### src/rtl/panel_btn_decoder_if.sv
// Front-panel decoder bus: raw button/switch inputs and the conditioned strobes/levels.
// master = panel/stimulus side, slave = decoder side.
interface panel_btn_decoder_if;
  logic [3:0] btn_in;
  logic [3:0] sw_in;
  logic       sys_init;
  logic       trg;
  logic       rst;
  logic       wrk_stat;
  logic [3:0] rf_sw_sel;
  logic [3:0] btn_state;

  modport master (
    output btn_in, sw_in,
    input  sys_init, trg, rst, wrk_stat, rf_sw_sel, btn_state
  );

  modport slave (
    input  btn_in, sw_in,
    output sys_init, trg, rst, wrk_stat, rf_sw_sel, btn_state
  );
endinterface

### src/rtl/panel_btn_decoder.sv
// Synchronises, debounces and edge-detects front-panel buttons and DIP switches.
// Optional macro LONG_PRESS_EN: holding the rst button LONG_CYCLES cycles also fires sys_init.
module panel_btn_decoder #(
  parameter int unsigned DB_W        = 16,
  parameter int unsigned DB_CYCLES   = 50000,
  parameter int unsigned LONG_W      = 27,
  parameter int unsigned LONG_CYCLES = 100000000
) (
  input logic                fpga_clk,
  input logic                sys_init_ctrl_n,
  panel_btn_decoder_if.slave bus
);
  localparam int unsigned N_BTN    = 4;
  localparam int unsigned N_CH     = 8;
  localparam int unsigned BTN_RUN  = 0;
  localparam int unsigned BTN_RST  = 1;
  localparam int unsigned BTN_TRG  = 2;
  localparam int unsigned BTN_INIT = 3;
  localparam logic [DB_W-1:0] DB_LAST = DB_W'(DB_CYCLES - 1);

  // Elaboration-time range checks on the counter sizing
  if (DB_CYCLES < 1 || 64'(DB_CYCLES) >= (64'(1) << DB_W)) begin : g_bad_db
    $error("DB_CYCLES does not fit DB_W");
  end
  if (LONG_CYCLES < 1 || 64'(LONG_CYCLES) >= (64'(1) << LONG_W)) begin : g_bad_long
    $error("LONG_CYCLES does not fit LONG_W");
  end

  logic [N_CH-1:0]  sync_q1;
  logic [N_CH-1:0]  sync_q2;
  logic [N_CH-1:0]  stable;
  logic [N_CH-1:0]  stable_nxt;
  logic [N_BTN-1:0] stable_q;
  logic [DB_W-1:0]  cnt     [N_CH];
  logic [DB_W-1:0]  cnt_nxt [N_CH];
  logic [N_BTN-1:0] rise_c;
  logic             long_hit_c;
  logic             wrk_stat_nxt;
  logic             sys_init_r;
  logic             trg_r;
  logic             rst_r;
  logic             wrk_stat_r;

  // Per-channel debounce: accept a new level after DB_CYCLES consecutive mismatches
  always_comb begin
    stable_nxt = stable;
    for (int i = 0; i < N_CH; i++) begin
      cnt_nxt[i] = '0;
      if (sync_q2[i] != stable[i]) begin
        if (cnt[i] == DB_LAST) stable_nxt[i] = sync_q2[i];
        else                   cnt_nxt[i]    = cnt[i] + DB_W'(1);
      end
    end
  end

  always_ff @(posedge fpga_clk or negedge sys_init_ctrl_n) begin
    if (!sys_init_ctrl_n) begin
      sync_q1  <= '0;
      sync_q2  <= '0;
      stable   <= '0;
      stable_q <= '0;
      for (int i = 0; i < N_CH; i++) cnt[i] <= '0;
    end else begin
      sync_q1  <= {bus.sw_in, bus.btn_in};
      sync_q2  <= sync_q1;
      stable   <= stable_nxt;
      stable_q <= stable[N_BTN-1:0];
      for (int i = 0; i < N_CH; i++) cnt[i] <= cnt_nxt[i];
    end
  end

`ifdef LONG_PRESS_EN
  localparam logic [LONG_W-1:0] LONG_LAST = LONG_W'(LONG_CYCLES - 1);
  logic [LONG_W-1:0] long_cnt;
  logic [LONG_W-1:0] long_cnt_nxt;

  // Counter parks one past LONG_LAST so the hit fires only once per hold
  always_comb begin
    long_cnt_nxt = long_cnt;
    long_hit_c   = 1'b0;
    if (!stable[BTN_RST]) begin
      long_cnt_nxt = '0;
    end else if (long_cnt <= LONG_LAST) begin
      long_cnt_nxt = long_cnt + LONG_W'(1);
      long_hit_c   = (long_cnt == LONG_LAST);
    end
  end

  always_ff @(posedge fpga_clk or negedge sys_init_ctrl_n) begin
    if (!sys_init_ctrl_n) long_cnt <= '0;
    else                  long_cnt <= long_cnt_nxt;
  end
`else
  assign long_hit_c = 1'b0;
`endif

  // Press edges and run-level update; a reset-type pulse beats a run toggle
  always_comb begin
    rise_c       = stable[N_BTN-1:0] & ~stable_q;
    wrk_stat_nxt = wrk_stat_r;
    if (rise_c[BTN_INIT] || rise_c[BTN_RST] || long_hit_c) wrk_stat_nxt = 1'b0;
    else if (rise_c[BTN_RUN])                              wrk_stat_nxt = ~wrk_stat_r;
  end

  always_ff @(posedge fpga_clk or negedge sys_init_ctrl_n) begin
    if (!sys_init_ctrl_n) begin
      sys_init_r <= 1'b0;
      trg_r      <= 1'b0;
      rst_r      <= 1'b0;
      wrk_stat_r <= 1'b0;
    end else begin
      sys_init_r <= rise_c[BTN_INIT] | long_hit_c;
      trg_r      <= rise_c[BTN_TRG];
      rst_r      <= rise_c[BTN_RST];
      wrk_stat_r <= wrk_stat_nxt;
    end
  end

  assign bus.sys_init  = sys_init_r;
  assign bus.trg       = trg_r;
  assign bus.rst       = rst_r;
  assign bus.wrk_stat  = wrk_stat_r;
  assign bus.btn_state = stable[N_BTN-1:0];
  assign bus.rf_sw_sel = stable[N_CH-1:N_BTN];
endmodule

### src/flat_wrapper.sv
// flat-port wrapper written by rule: the top's interface ports become plain ports
module panel_btn_decoder_flat 
#(
  parameter int unsigned DB_W        = 16,
  parameter int unsigned DB_CYCLES   = 50000,
  parameter int unsigned LONG_W      = 27,
  parameter int unsigned LONG_CYCLES = 100000000
)
  (fpga_clk, sys_init_ctrl_n, bus_btn_in, bus_sw_in, bus_sys_init, bus_trg, bus_rst, bus_wrk_stat, bus_rf_sw_sel, bus_btn_state);
  panel_btn_decoder_if bus_i ();
  input logic fpga_clk;
  input logic sys_init_ctrl_n;
  input wire logic [$bits(bus_i.btn_in)-1:0] bus_btn_in;
  input wire logic [$bits(bus_i.sw_in)-1:0] bus_sw_in;
  output wire logic [$bits(bus_i.sys_init)-1:0] bus_sys_init;
  output wire logic [$bits(bus_i.trg)-1:0] bus_trg;
  output wire logic [$bits(bus_i.rst)-1:0] bus_rst;
  output wire logic [$bits(bus_i.wrk_stat)-1:0] bus_wrk_stat;
  output wire logic [$bits(bus_i.rf_sw_sel)-1:0] bus_rf_sw_sel;
  output wire logic [$bits(bus_i.btn_state)-1:0] bus_btn_state;
  assign bus_i.btn_in = bus_btn_in;
  assign bus_i.sw_in = bus_sw_in;
  assign bus_sys_init = bus_i.sys_init;
  assign bus_trg = bus_i.trg;
  assign bus_rst = bus_i.rst;
  assign bus_wrk_stat = bus_i.wrk_stat;
  assign bus_rf_sw_sel = bus_i.rf_sw_sel;
  assign bus_btn_state = bus_i.btn_state;
  panel_btn_decoder #(.DB_W(DB_W), .DB_CYCLES(DB_CYCLES), .LONG_W(LONG_W), .LONG_CYCLES(LONG_CYCLES)) u_core (.fpga_clk(fpga_clk), .sys_init_ctrl_n(sys_init_ctrl_n), .bus(bus_i));
endmodule
### config.mk
export PLATFORM = sky130hd
export DESIGN_NAME = panel_btn_decoder_flat
export DESIGN_NICKNAME = d
export VERILOG_FILES = /design/src/rtl/panel_btn_decoder_if.sv /design/src/rtl/panel_btn_decoder.sv /design/src/flat_wrapper.sv
export SDC_FILE = /design/constraint.sdc
export NUM_CORES = 1
export LEC_CHECK = 0
export BUFFER_PORTS_ARGS = -buffer_cell sky130_fd_sc_hd__buf_2
export CAP_MARGIN = 10
export CORE_UTILIZATION = 50
export DETAILED_ROUTE_END_ITERATION = 12
export PLACE_DENSITY = 0.72
export SKIP_LAST_GASP = 1
export SYNTH_ARGS = -nofsm -noshare
export SYNTH_HDL_FRONTEND = slang
export SYNTH_SLANG_ARGS = --single-unit
### constraint.sdc
create_clock -name fpga_clk -period 3.89 [get_ports fpga_clk]
set_input_delay 1.167 -clock fpga_clk [delete_from_list [all_inputs] [get_ports fpga_clk]]
set_output_delay 1.167 -clock fpga_clk [all_outputs]
set_load 0.02 [all_outputs]
==> flow_summary.yaml <==
cts:
  hold_buffers: 0
  cts-root-buf: "clkbuf_16"
  postCtsResizedCells: 0
  cts_tree: "built"
  cts_setup_buffers: 0
  clkSinkCount: 160
  cts_buffers: 17
  cts_buffer_depth: 2
  clk_pin_slew_worst_paths_ns: 0.06
  clk_latency_ns: 0.42
  htreeDepth: 4
power_and_ir_drop:
  leakagePower_nw: 3.42
  netSwitchingFraction: 0.216
  clock_power_share: 0.492
  p_comb_frac: 0.029
  ir_drop_mv: 0.328
  power.density_mw_per_mm2: 434
  p_seq_frac: 0.479
  p_int_w: 0.00281
  switchingPower_w: 0.000774
critical_path:
  slowest_delay_ns: 0.45
  arrival_ns: 1.07
  cp-end-kind: "output pin"
  cp-start-kind: "flip-flop"
  required_ns: 2.72
  r2r-start: "u_core.cnt[64]"
  cp.buffers_inverters: 1
  path_class: "flip-flop to output pin"
  critical-path-slowest-cell: "dfrtp_1"
  cp_max_fo: 5
  crit_family: "flip-flops"
  cp-startpoint: "u_core.stable[3]"
  crit_path_cell_trace: "buf_2"
final_layout:
  final_core_util: 0.586
  drive_gt1_frac: 0.105
  post-route-cell-area_mm2: 0.00826
  nFillCells: 1158
  syn_to_final_growth_pct: 12.6
  n_antenna_cell: 0
  final_cell_mix: "160 x dfrtp_1, 150 x nor2_1, 97 x xnor2_1"
  nets: 746
  mostFrequentLayoutCell: "dfrtp_1"
detailed_routing:
  drt_iter0_markers: 329
  drt-pass1-iter-count: 7
  wirelength_um: 13000
  vias_per_cell: 5.45
  wl_met2_um: 6500
  wl_per_cell_um: 14.1
  antenna_left: 0
  wl_met3_um: 441
  drc: 0
  top_layer: "met4"
  wl_met1_um: 5850
  vias: 5021
floorplanning:
  io_pins: 22
  dieHeight_um: 123
  die-area_mm2: 0.0152
  initial_utilization: 0.521
  num_rows: 43
  die_w_um: 123
  core-area_mm2: 0.0141
synth:
  synth_cell_types: 35
  synth_ff_type: "dfrtp_1"
  synth_seq_cells: 160
  yosys.area.top_type: "dfrtp_1"
  async_reset_ff_frac: 1.00
  netlist_area_mm2: 0.00734
  syn_area_per_cell_um2: 10.6
  yosys-top-cells-area: "dfrtp_1 55%, xnor2_1 12%, nor2_1 7.7%"
  syn_inst: 694
  synth-edff-count: 0
  synth_top_area_frac: 0.546
  yosysWarnings: 0
  yosysSeqAreaShare: 0.546
  syn_nets: 712
timing:
  rsz0062_at_grt: "no"
  final.setup.tns_ns: 0
  clock_skew_ns: 0.00953
  tightest_slew_ns: 0.866
  fin_crit_ns: 2.24
  relSlewSlack: 0.421
  timing.fmax_mhz: 447
  slew_violations: 0
  hold_viol: 0
  setup_viol: 0
  finalCritPeriodShare: 0.576
place:
  place_area_mm2: 0.00762
  gp_congestion: 0.926
  dp.final_hpwl_um: 8420
  portBuffers: 21
outcome:
  outcome: "complete, no violations"
global_route:
  grt.total_usage: 0.193
  grt_pass1_vias: 4999
  antenna_found_initial: 0
  grt_pass1_wl_um: 23000
  grt_max_degree: 74
  overflow: 0
min_path:
  hp-start: "u_core.sync_q1[6]"
  hold_path.class: "flip-flop to flip-flop"
job:
  maxCapViolCount: 0
-- cell usage after synthesis (all sizes together), types with 2 or more instances --
cell and count:
o41ai 5, nor4b 5, inv 28, nand3b 4, nor2b 4, buf 7
nor3 29, xor2 22, nor4 40, ha 8, or3 3, dfrtp 160
xnor2 97, or2 3, nor4bb 3, nor2 150, and3 5, o31ai 2
a21oi 2, mux2 8, nand4 29, nand2 32, nand3 44
-- logic make-up (layout without fill, tap and decap cells) --
logic type                 count (synthesis)  in the layout  share of synthesized area
adders and majority gates                  8              8                     0.0136
AOI/OAI and AO/OA                          9              9                     0.0240
and+or+nand+nor                          354            354                      0.238
xor gates and xnor gates                 119            119                      0.142
muxes                                      8              8                     0.0123
buffers and inverters                     36             83                     0.0247
DFF                                      160            160                      0.546
-- flip-flops by register name, indices dropped and copies added, names as in the netlist --
| register | flops |
|---|---|
| u_core.bus.wrk_stat | 1 |
| u_core.cnt | 128 |
| u_core.sync_q2 | 8 |
| u_core.bus.sys_init | 1 |
| u_core.bus.rst | 1 |
| u_core.stable_q | 4 |
| u_core.stable | 8 |
| u_core.sync_q1 | 8 |
| u_core.bus.trg | 1 |
-- cell type report --
class	count	area [µm²]	share of cell area
multi-input combinational	498	3150	0.382
sequential	160	4000	0.485
inverter	28	105	0.0127
tap	180	225	0.0273
clock inverter	15	208	0.0252
timing repair buffer	23	139	0.0168
clock buffer	17	425	0.0515
-- path summary, 6_finish.rpt --
| path | to | slack (ns) | cells after the start |
|---|---|---|---|
| min in group asynchronous | u_core.cnt[81] | 0.71 | 1 |
| max reg2reg | u_core.cnt[68] | 1.83 | 4 |
| max | bus_btn_state[3] | 1.65 | 1 |
| max in group asynchronous | u_core.cnt[43] | 2.36 | 2 |
| min | u_core.sync_q2[6] | 0.35 | 0 |
| min reg2reg | u_core.sync_q2[6] | 0.35 | 0 |
-- metrics by stage --
step | std cells | setup WS [ns] | hold slack (ns) | total power, W
detailed placement | 889 | 1.85 | 0.336 | 0.00186
CTS | 921 | 1.62 | 0.350 | 0.00363
global placement | 889 | 1.90 | 0.331 | 0.00185
global route | 921 | 1.60 | 0.355 | 0.00371
finish | 921 | 1.65 | 0.348 | 0.00358
floorplan | 694 | 2.19 | 0.331 | 0.00180
-- power by group through the flow --
stage | clock, W | combinational [W] | sequential, W
after floorplan | 0 | 0.0000613 | 0.00174
after global placement | 0 | 0.000102 | 0.00175
after detailed placement | 0 | 0.000108 | 0.00175
after CTS | 0.00180 | 0.000108 | 0.00172
after global routing | 0.00187 | 0.000121 | 0.00172
final | 0.00176 | 0.000104 | 0.00172
-- layer usage --
| layer | track usage | up-vias |
|---|---|---|
| met5 | 0 | - |
| met4 | 0.0745 | 0 |
| met3 | 0.0438 | 17 |
| met2 | 0.321 | 116 |
| met1 | 0.245 | 2450 |
| li1 | - | 2438 |
Note: power is estimated with default switching activity, not from simulation.
